**config.mk**
```make
export PLATFORM = sky130hd
export DESIGN_NAME = div_unit
export DESIGN_NICKNAME = d
export VERILOG_FILES = /design/src/rtl/div_unit_pkg.sv /design/src/rtl/div_unit.sv
export SDC_FILE = /design/constraint.sdc
export NUM_CORES = 1
export LEC_CHECK = 0
export BUFFER_PORTS_ARGS = -buffer_cell sky130_fd_sc_hd__buf_2
export CORE_MARGIN = 10
export CORE_UTILIZATION = 35
export DETAILED_ROUTE_END_ITERATION = 10
export PLACE_DENSITY_LB_ADDON = 0.05
export SYNTH_ARGS = -nofsm -noshare
export SYNTH_HDL_FRONTEND = slang
export SYNTH_SLANG_ARGS = --single-unit
```
**constraint.sdc**
```tcl
create_clock -name clock -period 7.4 [get_ports clock]
set_clock_uncertainty 0.15 [all_clocks]
set_input_delay 0.74 -clock clock [delete_from_list [all_inputs] [get_ports clock]]
set_output_delay 0.74 -clock clock [all_outputs]
set_load 0.05 [all_outputs]
```
**src/rtl/div_unit_pkg.sv**
```systemverilog
// div_unit_pkg: shared constants for the iterative divider.
//   div_op_e     - operation encodings (DIV, DIVU, REM, REMU)
//   div_state_e  - controller states (IDLE, BUSY, DONE)
//   op_is_signed / op_is_rem - operation decode helpers
package div_unit_pkg;

  typedef enum logic [1:0] {
    OP_DIV  = 2'b00,
    OP_DIVU = 2'b01,
    OP_REM  = 2'b10,
    OP_REMU = 2'b11
  } div_op_e;

  typedef enum logic [1:0] {
    S_IDLE = 2'b00,
    S_BUSY = 2'b01,
    S_DONE = 2'b10
  } div_state_e;

  function automatic logic op_is_signed(div_op_e o);
    return (o == OP_DIV) || (o == OP_REM);
  endfunction

  function automatic logic op_is_rem(div_op_e o);
    return (o == OP_REM) || (o == OP_REMU);
  endfunction

endpackage

```
**src/rtl/div_unit.sv**
```systemverilog
// div_unit: iterative restoring divider, one quotient bit per cycle.
//   clock    in   rising-edge clock
//   reset    in   asynchronous active-high reset
//   start    in   request a divide (sampled only in IDLE)
//   op       in   DIV / DIVU / REM / REMU
//   dividend in   numerator
//   divisor  in   denominator
//   flush    in   abort the in-flight operation
//   divcy    out  busy, used to stall the ID stage
//   done     out  one-cycle pulse, result valid
//   result   out  quotient or remainder, held until the next accepted start
//   trapdiv  out  divide-by-zero trap pulse (with done)
// Build option: define DIV_ZERO_TRAP_EN to raise trapdiv on DIV/DIVU by zero;
// otherwise trapdiv is tied low.
module div_unit
  import div_unit_pkg::*;
#(
  parameter int unsigned XLEN = 32
) (
  input  logic            clock,
  input  logic            reset,
  input  logic            start,
  input  logic [1:0]      op,
  input  logic [XLEN-1:0] dividend,
  input  logic [XLEN-1:0] divisor,
  input  logic            flush,
  output logic            divcy,
  output logic            done,
  output logic [XLEN-1:0] result,
  output logic            trapdiv
);

  localparam int unsigned CW = $clog2(XLEN + 1);
  localparam logic [XLEN-1:0] SMIN = {1'b1, {(XLEN-1){1'b0}}};

  div_state_e      state_q;
  logic [CW-1:0]   cnt_q;
  logic [XLEN:0]   rem_q, rem_d;
  logic [XLEN-1:0] quo_q, quo_d;
  logic [XLEN-1:0] dvs_q;
  logic [XLEN-1:0] result_q, result_d;
  logic            qneg_q, rneg_q, is_rem_q, dz_q, ovf_q, done_q;

  // Operand decode at the start cycle
  div_op_e         op_e;
  logic            sgn, dz, ovf;
  logic [XLEN-1:0] a_mag, b_mag;

  always_comb begin
    op_e  = div_op_e'(op);
    sgn   = op_is_signed(op_e);
    a_mag = (sgn && dividend[XLEN-1]) ? -dividend : dividend;
    b_mag = (sgn && divisor[XLEN-1])  ? -divisor  : divisor;
    dz    = (divisor == '0);
    ovf   = sgn && (dividend == SMIN) && (divisor == '1);
  end

  // One restoring step; the extra top bit of the difference is its sign.
  logic [XLEN+1:0] shift_w, diff_w;

  always_comb begin
    shift_w = {rem_q, quo_q[XLEN-1]};
    diff_w  = shift_w - {2'b00, dvs_q};
    if (diff_w[XLEN+1]) begin
      rem_d = shift_w[XLEN:0];
      quo_d = {quo_q[XLEN-2:0], 1'b0};
    end else begin
      rem_d = diff_w[XLEN:0];
      quo_d = {quo_q[XLEN-2:0], 1'b1};
    end
  end

  // Final result. On the fast path quo_q still holds the undisturbed dividend
  // magnitude, so re-applying the dividend sign yields the dividend itself.
  logic            fast;
  logic [XLEN-1:0] q_mag, r_mag, q_fix, r_fix;

  always_comb begin
    fast     = dz_q | ovf_q;
    q_mag    = fast ? (ovf_q ? SMIN : '1) : quo_d;
    r_mag    = fast ? (ovf_q ? '0 : quo_q) : rem_d[XLEN-1:0];
    q_fix    = (qneg_q && !fast) ? -q_mag : q_mag;
    r_fix    = rneg_q ? -r_mag : r_mag;
    result_d = is_rem_q ? r_fix : q_fix;
  end

  always_ff @(posedge clock or posedge reset) begin
    if (reset) begin
      state_q  <= S_IDLE;
      cnt_q    <= '0;
      rem_q    <= '0;
      quo_q    <= '0;
      dvs_q    <= '0;
      result_q <= '0;
      qneg_q   <= 1'b0;
      rneg_q   <= 1'b0;
      is_rem_q <= 1'b0;
      dz_q     <= 1'b0;
      ovf_q    <= 1'b0;
      done_q   <= 1'b0;
    end else begin
      done_q <= 1'b0;
      if (flush) begin
        state_q <= S_IDLE;
      end else begin
        case (state_q)
          S_IDLE: begin
            if (start) begin
              rem_q    <= '0;
              quo_q    <= a_mag;
              dvs_q    <= b_mag;
              cnt_q    <= CW'(XLEN);
              qneg_q   <= sgn && (dividend[XLEN-1] ^ divisor[XLEN-1]);
              rneg_q   <= sgn && dividend[XLEN-1];
              is_rem_q <= op_is_rem(op_e);
              dz_q     <= dz;
              ovf_q    <= ovf;
              state_q  <= S_BUSY;
            end
          end
          S_BUSY: begin
            if (fast) begin
              result_q <= result_d;
              done_q   <= 1'b1;
              state_q  <= S_DONE;
            end else begin
              rem_q <= rem_d;
              quo_q <= quo_d;
              cnt_q <= cnt_q - CW'(1);
              if (cnt_q == CW'(1)) begin
                result_q <= result_d;
                done_q   <= 1'b1;
                state_q  <= S_DONE;
              end
            end
          end
          S_DONE:  state_q <= S_IDLE;
          default: state_q <= S_IDLE;
        endcase
      end
    end
  end

  assign divcy  = ~reset & ~flush &
                  ((start & (state_q == S_IDLE)) | (state_q == S_BUSY));
  assign done   = done_q;
  assign result = result_q;

`ifdef DIV_ZERO_TRAP_EN
  assign trapdiv = done_q & dz_q & ~is_rem_q;
`else
  assign trapdiv = 1'b0;
`endif

endmodule

```
==> metrics, run 1 <==
pwr dens=469.9 nW/um2; register area share after synthesis=0.2899; Syn Inst Count=1598; Avg Cell Area, Syn=7.725 um2; Top Family by Delay on Critical Path=compound AO/OA/AOI/OAI gates; total power draw=6.463 mW; Util after Layout=0.3962; Syn Nets=1708; worst setup path class=flop to flop; Root Driver=clkbuf_16; most common cell after layout, fill and taps aside=nand2_1; share of layout cells above drive strength 1=0.1226; final hold violations=0; Post-synth EDFFs=0; # rows=68; Tot GR Track Use=0.2075; Leak=5.712 nW; synthesized cell area=12340 um2; worst-path cell chain=ha_1, a21oi_4, o211ai_2, a2111oi_4, nor2_2, a22o_1, buf_4, nor2_4, buf_4, mux2i_1, nor2_1, a21oi_1, ha_1, o311a_1, nand4_1, o41ai_1, o21ai_1, xor2_1, o221ai_1; ANT nets after route=0; routed vias=12160; number of I/O port buffers=103; register area=3580 um2; commonest cells after routing, fill and taps aside=nand2_1 (204), o21ai_0 (184), dfrtp_1 (142), nor2_1 (133), buf_2 (103); min cycle time layout=5.542 ns; synthesis-stage register bit count=143; Area growth syn-to-layout=11.41%; area leader, netlist=dfrtp_1; Crit. End Element=flop; status=finished clean; CTS tree=yes; fin. max-slew vios=0; Synth top area share=0.2899; Max Freq=0.1804 GHz; maximum clock path buffer count=2; Slew Limit Headroom=0.1622; main area contributors after synthesis=dfrtp_1 (29%), o21ai_0 (7.5%), nand2_1 (6.2%); CTS sink count=143; Via density=5.787; Max Cap Viol=0; Post-synth top flop=dfrtp_1; Worst-Skew Late Latency=0.45 ns; drt wl/cell=21.86 um; setup repair bufs after CTS=0; Fin Setup TNS=0 ns; worst path bufs/invs=2; Core ar.=34710 um2; CP Data Arrival Time=5.75 ns; Worst path max stage delay=0.67 ns; slowest cell on the critical path=o41ai_1; Startpoint Class=flop; hold crit path type=input pin to asynchronous set/reset pin; area of the multi-input gates=8079 um2; vias in the first global route=11840; Die Wd=207.8 um; diodes inserted=0; WL final=45.95 mm; library cells used by synthesis=98; die height=207.8 um; detailed placer's ending HPWL=35.14 mm; Worst Path Max Fanout=36; Critical Path RT=7.60 ns; fillers=3680; first-pass GRT wire length=72.01 mm; 1st-iter DRT viols=983; VDD IR max=0.2005 mV; post_cts resized=0; Finish-stage setup viols=0; initial core utilization=0.3556; drt pass-1 iters=5; RSZ-0062 raised after global routing=false; Yosys Warn Count=0; DRC=0; Tcrit/Tclk final=0.7489; Congestion Overflow GR=0; clock transition at the registers of the reported paths=0.07 ns; Worst-Margin Slew=1.225 ns; hold buffers post-CTS=0; H-Tree Depth=4; initial antenna violation count=1; largest net degree at the start of global routing=92; CTS Buf Count=17; area of the die=43180 um2; I/O pin total=105; fin nets=1744; FFs w/ async S/R, synth=1.000; GPL Wtd Cong=0.9305
==> kinds of logic after synthesis <==
group           count (synthesis)  share of synthesized area
simple gates                  536                     0.2040
xor+xnor                      134                    0.09507
compound gates                544                     0.2925
mux                            25                    0.02058
other cells                     1                  0.0003038
fa+ha+maj                      40                    0.04115
flops                         143                     0.2899
buf+inv                       175                    0.05646
==> final cells by class <==
type                       count  area share
clock inverter                11    0.009552
timing repair buffer         124     0.04894
multi-input combinational   1280      0.5874
sequential                   143      0.2603
inverter                      68     0.01892
tap                          455     0.04139
clock buffer                  21     0.03348
==> flip-flops by register name (all words and copies together) (netlist names) <==
name / flops
cnt_q: 6
done: 1
dvs_q: 32
dz_q: 1
is_rem_q: 1
ovf_q: 1
qneg_q: 1
quo_q: 32
rem_q: 33
result: 32
rneg_q: 1
state_q: 2
==> layer usage <==
| metal | GRT usage | routed length, um | vias up | part of all wire |
|---|---|---|---|---|
| met5 | 0 | 0 | - | 0 |
| met4 | 0.06700 | 1091 | 0 | 0.024 |
| met3 | 0.02723 | 2131 | 50 | 0.046 |
| met2 | 0.3176 | 20350 | 362 | 0.44 |
| met1 | 0.2939 | 22370 | 5848 | 0.49 |
| li1 | - | - | 5904 | - |
==> path summary, 6_finish.rpt <==
path                              end      start  slack [ns]  depth (start not counted)
max                        result[24]  rem_q[19]        1.86                         19
min                        state_q[1]      reset        0.25                          2
max reg2reg                result[24]  rem_q[19]        1.86                         19
min reg2reg                 result[3]  result[3]        0.33                          2
max in group asynchronous   rem_q[21]      reset        5.39                          3
min in group clock          result[3]  result[3]        0.33                          2
==> through the flow <==
stage / cells / instance area [um2] / setup slack, ns / hold slack, ns
CTS: 2102 / 13750 / 1.943 / 0.2658
detailed placement: 2070 / 13160 / 1.968 / 0.3212
finish: 2102 / 13750 / 1.858 / 0.2463
global placement: 2070 / 13160 / 2.020 / 0.3101
global route: 2102 / 13750 / 1.402 / 0.2904
floorplan: 1598 / 12340 / 2.123 / 0.2998
==> report_power, final <==
| part | switching, mW | internal (mW) | leakage, nW |
|---|---|---|---|
| registers | 0.360 | 1.04 | 1.81 |
| logic | 2.69 | 1.47 | 3.62 |
| clock network | 0.381 | 0.518 | 0.281 |
==> cell usage after synthesis, types with 9 or more instances <==
| cell type | instances |
|---|---|
| nand2_1 | 204 |
| o21ai_0 | 184 |
| dfrtp_1 | 143 |
| nor2_1 | 134 |
| a21oi_1 | 91 |
| clkbuf_1 | 84 |
| xnor2_1 | 83 |
| inv_1 | 67 |
| xor2_1 | 51 |
| ha_1 | 39 |
| nor3_1 | 39 |
| o22ai_1 | 29 |
| o31ai_1 | 28 |
| a31oi_1 | 23 |
| nor4_1 | 23 |
| mux2i_1 | 22 |
| nand3_1 | 21 |
| o211ai_1 | 19 |
| nand4_1 | 18 |
| or3_1 | 17 |
| a211oi_1 | 16 |
| a21o_1 | 15 |
| o41ai_1 | 14 |
| nand2b_1 | 12 |
| o21a_1 | 12 |
| buf_2 | 11 |
| and2_1 | 9 |
| o221ai_1 | 9 |
| or4_1 | 9 |
(Power assumes the default switching activity.)
==> run 2: changes to the inputs <==
Clock period 7.4 ns to 4.55 ns, I/O delays scaled along.
==> run 2 against run 1 <==
Compared with the run above:
- setup slack got worse by 1.8 ns
- final cell count increased by 8.4%
- sequential cell count did not move
- power grew 93%
- design area grew 13%
- register-to-register slack got worse by 1.8 ns
- maximum frequency rose by 22%
- combinational power up 110%
- wire length grew 15%
==> metrics, run 2 (same netlist as run 1, synthesis figures left out) <==
Area growth syn-to-layout=25.35%; Critical Path RT=4.71 ns (-2.89 ns); Largest register FFs=33 (unchanged); detailed placer's ending HPWL=42.23 mm (+20%); first-pass GRT wire length=80.37 mm (+12%); share of layout cells above drive strength 1=0.2344 (+0.1117); most common cell after layout, fill and taps aside=nand2_1; final hold violations=0 (unchanged); # rows=68 (unchanged); status=finished clean; Largest Register=rem_q; hold buffers post-CTS=0 (unchanged); Worst-Margin Slew=1.037 ns (-0.1883 ns); vias in the first global route=12890 (+8.8%); Max Cap Viol=0 (unchanged); die height=207.8 um (unchanged); Worst Path Max Fanout=13 (-64%); Via density=5.803 (+0.28%); pwr dens=806.5 nW/um2 (+72%); routed vias=13220 (+8.7%); Leak=6.626 nW (+16%); commonest cells after routing, fill and taps aside=nand2_1 (202), buf_4 (193), o21ai_0 (180), dfrtp_1 (142), nor2_1 (133); Worst-Skew Late Latency=0.46 ns (about the same); CTS sink count=143 (unchanged); fin. max-slew vios=0 (unchanged); Root Driver=clkbuf_16; ANT nets after route=0 (unchanged); initial core utilization=0.3556 (unchanged); RSZ-0062 raised after global routing=true; GPL Wtd Cong=0.9550 (+2.6%); worst setup path class=flop to flop; min cycle time layout=4.529 ns (-1.013 ns); Finish-stage setup viols=0 (unchanged); fin nets=1919 (+10%); CP Data Arrival Time=4.69 ns (-1.06 ns); maximum clock path buffer count=2 (unchanged); 1st-iter DRT viols=1048 (+6.6%); VDD IR max=0.3996 mV (+99%); Util after Layout=0.4458 (+0.04956); drt wl/cell=23.18 um (+6.1%); hold crit path type=input pin to asynchronous set/reset pin; DRC=0 (unchanged); Crit. End Element=flop; initial antenna violation count=0 (-1); area of the die=43180 um2 (unchanged); Slew Limit Headroom=0.3035 (+0.1413); Inst Count DP=2238 (+8.1%); clock transition at the registers of the reported paths=0.08 ns (about the same); H-Tree Depth=4 (unchanged); number of I/O port buffers=103 (unchanged); Max Freq=0.2208 GHz (+22%); drt pass-1 iters=5 (unchanged); WL final=52.82 mm (+15%); I/O pin total=105 (unchanged); Fin Setup TNS=0 ns (unchanged); CTS tree=yes; setup slack after placement=-0.05550 ns (-2.024 ns); Congestion Overflow GR=0 (unchanged); Cell Count, Final, Fillers Out=2278 (+8.4%); Core ar.=34710 um2 (unchanged); Tcrit/Tclk final=0.9954 (+0.2464); Tot GR Track Use=0.2373 (+0.02982); largest net degree at the start of global routing=83 (-9.8%); final worst slack=0.02113 ns (-1.837 ns); Startpoint Class=flop; CTS Buf Count=17 (unchanged); Die Wd=207.8 um (unchanged)
## run 2: cell types whose count changed in the layout (fill, tap and decap cells not counted), sizes merged
cell	before	now
buf	124	299
clkbuf	21	18
bufinv	2	3
clkinv	4	5
diode	0	1
inv	70	71
## run 2: final cells by class
cell class,count,area [um2]
fill,3583,19240
multi-input combinational,1280,8426
sequential,143,3580
timing repair buffer,299,2016
tap,455,569.3
clock buffer,18,439.2
inverter,68,260.3
clock inverter,14,181.4
antenna,1,2.502
## run 2: repair_timing
item / in CTS / in global routing
setup buffers: 1 / 6
setup endpoints to repair: 2 / 20
pin swaps: 5 / 27
cloned: 0 / 0
gates resized for setup: 4 / 50
## run 2: through the flow
stage | hold slack (ns) | area (um2) | power [mW]
2_1_floorplan | 0.2998 | 12450 | 7.153
3_3_place_gp | 0.2993 | 14530 | 10.49
3_5_place_dp | 0.3050 | 14530 | 10.45
4_1_cts | 0.05348 | 15170 | 12.05
5_1_grt | 0.08086 | 15470 | 13.26
6_report | 0.01748 | 15470 | 12.48
## run 2: power by group
group          leakage, nW  switching, mW  internal, mW
combinational         4.52           5.20          3.56
clock                0.295          0.656         0.887
sequential            1.81          0.479          1.69
total                 6.63           6.34          6.14
## run 2: per-layer routing
| metal | up-vias | global-route usage | part of all wire |
|---|---|---|---|
| met5 | - | 0 | 0 |
| met1 | 6446 | 0.3381 | 0.48 |
| met2 | 464 | 0.3684 | 0.44 |
| met4 | 0 | 0.05006 | 0.017 |
| li1 | 6252 | - | - |
| met3 | 58 | 0.03655 | 0.059 |
## run 2: path summary, 6_finish.rpt
check / startpoint / slack (ns) / cells after the start / to
max: dvs_q[18] / 0.02 / 18 / result[24]
min: reset / 0.02 / 2 / result[30]
max reg2reg: dvs_q[18] / 0.02 / 18 / result[24]
min reg2reg: result[0] / 0.31 / 2 / result[0]
max in group asynchronous: reset / 3.22 / 3 / result[20]
min in group clock: op[1] / 0.13 / 3 / is_rem_q
## run 2: worst max-delay path: stages (launching register included)
cell and delay [ns]:
dfrtp_1 0.39, inv_2 0.07, ha_4 0.21, a21oi_4 0.20, o211ai_4 0.11, a2111oi_4 0.41, nor2_4 0.11, a311o_2 0.40
buf_4 0.22, a2111oi_1 0.56, buf_4 0.20, a2111oi_1 0.05, buf_4 0.19, o41ai_2 0.36, buf_4 0.18, o21ai_2 0.05
xor2_1 0.25, buf_4 0.17, o221ai_2 0.09
==> run 3: changes to the inputs <==
Settings changed: CAP_MARGIN from default to 15, CORE_MARGIN 10 to default.
==> run 3 against run 2 <==
Compared with the run above:
- maximum frequency grew 0.44%
- die area shrank 17%
- design area is 0.91% lower
- first-iteration DRC count increased by 8.4%
- non-clock buffer count shrank 29
- critical path depth up 2
- wire length decreased by 4.1%
- final cell count decreased by 1.4%
- clock-buffer cell count is 4 higher
- critical endpoint is now result[30]
==> metrics, run 3 (same netlist as run 1, synthesis figures left out) <==
Core ar.=34630 um2 (-0.25%); DRC=0 (unchanged); Via density=5.813 (+0.17%); Slew Limit Headroom=0.3570 (+0.05349); share of layout cells above drive strength 1=0.2277 (-0.006679); Tot GR Track Use=0.2842 (+0.04692); pwr dens=806.4 nW/um2 (about the same); hold buffers post-CTS=0 (unchanged); # rows=68 (unchanged); Startpoint Class=flop; vias in the first global route=12520 (-2.9%); die height=189.8 um (-8.7%); gr busiest metal=met2; drt wl/cell=22.55 um (-2.7%); H-Tree Depth=4 (unchanged); WL final=50.67 mm (-4.1%); Cell Count, Final, Fillers Out=2247 (-1.4%); initial antenna violation count=2 (+2); setup slack after placement=-0.09464 ns (-0.03914 ns); Finished Cell Area=15330 um2 (-0.91%); Die Wd=189.8 um (-8.7%); Congestion Overflow GR=0 (unchanged); clock transition at the registers of the reported paths=0.07 ns (about the same); Max Cap Viol=0 (unchanged); detailed placer's ending HPWL=39.74 mm (-5.9%); VDD IR max=0.3493 mV (-13%); hold crit path type=input pin to asynchronous set/reset pin; area of the die=36020 um2 (-17%); Tcrit/Tclk final=0.9910 (-0.004328); routed vias=13060 (-1.2%); Root Driver=clkbuf_16; commonest cells after routing, fill and taps aside=nand2_1 (202), o21ai_0 (180), buf_4 (163), dfrtp_1 (139), nor2_1 (133); final worst slack=0.04082 ns (+0.01969 ns); worst setup path class=flop to flop; maximum clock path buffer count=2 (unchanged); Worst-Skew Late Latency=0.46 ns (about the same); fin nets=1890 (-1.5%); largest net degree at the start of global routing=91 (+9.6%); M1 GR Usage=0.4136 (+0.07546); min cycle time layout=4.509 ns (-0.01969 ns); Critical Path RT=4.77 ns (+0.06 ns); RSZ-0062 raised after global routing=true; most common cell after layout, fill and taps aside=nand2_1; Crit. End Element=flop; status=finished clean; Leak=6.489 nW (-2.1%); fin. max-slew vios=0 (unchanged); I/O pin total=105 (unchanged); GPL Wtd Cong=0.9578 (+0.29%); Max Freq=0.2218 GHz (+0.44%); met3 Use GR=0.03210 (-0.004455); Finish-stage setup viols=0 (unchanged); Inst Count DP=2204 (-1.5%); Area growth syn-to-layout=24.21%; Worst-Margin Slew=0.9524 ns (-0.08435 ns); fillers=3571 (-0.33%); 1st-iter DRT viols=1136 (+8.4%); final hold violations=0 (unchanged); GR Util met2=0.4359 (+0.06745); drt pass-1 iters=6 (+1); diodes inserted=0 (-1); CP Data Arrival Time=4.73 ns (+0.04 ns); CTS Buf Count=17 (unchanged); CTS sink count=143 (unchanged); initial core utilization=0.3565 (+0.0008737); Largest Register=rem_q; Worst Path Max Fanout=4 (-9); number of I/O port buffers=103 (unchanged); ANT nets after route=0 (unchanged); Largest register FFs=33 (unchanged); CTS tree=yes; Fin Setup TNS=0 ns (unchanged); post-place instance area=14260 um2 (-1.8%); first-pass GRT wire length=76.44 mm (-4.9%)
==> run 3: path summary, 6_finish.rpt <==
path / start / endpoint / slack (ns) / cells after the start
setup reg to reg: dvs_q[20] / result[30] / 0.04 / 20
hold / removal: reset / ovf_q / 0.06 / 2
hold reg to reg: result[0] / result[0] / 0.32 / 2
max in group asynchronous: reset / result[4] / 3.26 / 3
setup / recovery: dvs_q[20] / result[30] / 0.04 / 20
min in group clock: op[0] / qneg_q / 0.13 / 2
==> run 3: critical path, cell delays in order (launching register included) <==
cell and delay (ns):
dfrtp_1 0.39, inv_2 0.08, ha_4 0.22, a21oi_4 0.19, o211ai_4 0.12, a2111oi_4 0.41, nor2_4 0.11, a311oi_4 0.34
nor2_4 0.09, o21ai_2 0.15, ha_2 0.22, nor2b_4 0.15, nand2_2 0.06, or2_4 0.25, o21bai_4 0.18, or4_4 0.42
o311a_1 0.33, buf_4 0.15, o211ai_1 0.15, o2111ai_1 0.14, o211ai_1 0.14
==> run 3: cell type report <==
| cell class | count | area (um2) | area share |
|---|---|---|---|
| Clock buffer | 22 | 484.2 | 0.03158 |
| Tap cell | 455 | 569.3 | 0.03713 |
| Inverter | 68 | 260.3 | 0.01697 |
| Sequential cell | 143 | 3583 | 0.2337 |
| Multi-Input combinational cell | 1280 | 8512 | 0.5551 |
| Timing Repair Buffer | 270 | 1793 | 0.1169 |
| Clock inverter | 9 | 131.4 | 0.008568 |
==> run 3: timing repair <==
action,in CTS,in global routing
gates cloned,0,0
setup buffers,0,12
pin swaps,3,29
resized for setup,7,61
setup endpoints to repair,5,18
==> run 3: power by group <==
part | internal (mW) | switching, mW
Sequential | 1.69 | 0.494
Combinational | 3.49 | 5.16
Clock | 0.917 | 0.616
Total | 6.10 | 6.27
==> run 3: per-layer routing <==
metal / wire (um) / vias up
li1: - / 6174
met2: 22320 / 486
met4: 1182 / 0
met1: 24190 / 6330
met5: 0 / -
met3: 2983 / 72
==> run 3: metrics by stage <==
step                      hold WS [ns]  total power [mW]  utilization
after floorplan                 0.2998             7.153            -
after detailed placement        0.3127             10.11       0.4119
after global placement          0.3084             10.14       0.4119
after CTS                      0.08064             11.71       0.4308
after global routing            0.1301             13.12       0.4428
final                          0.06226             12.37       0.4428
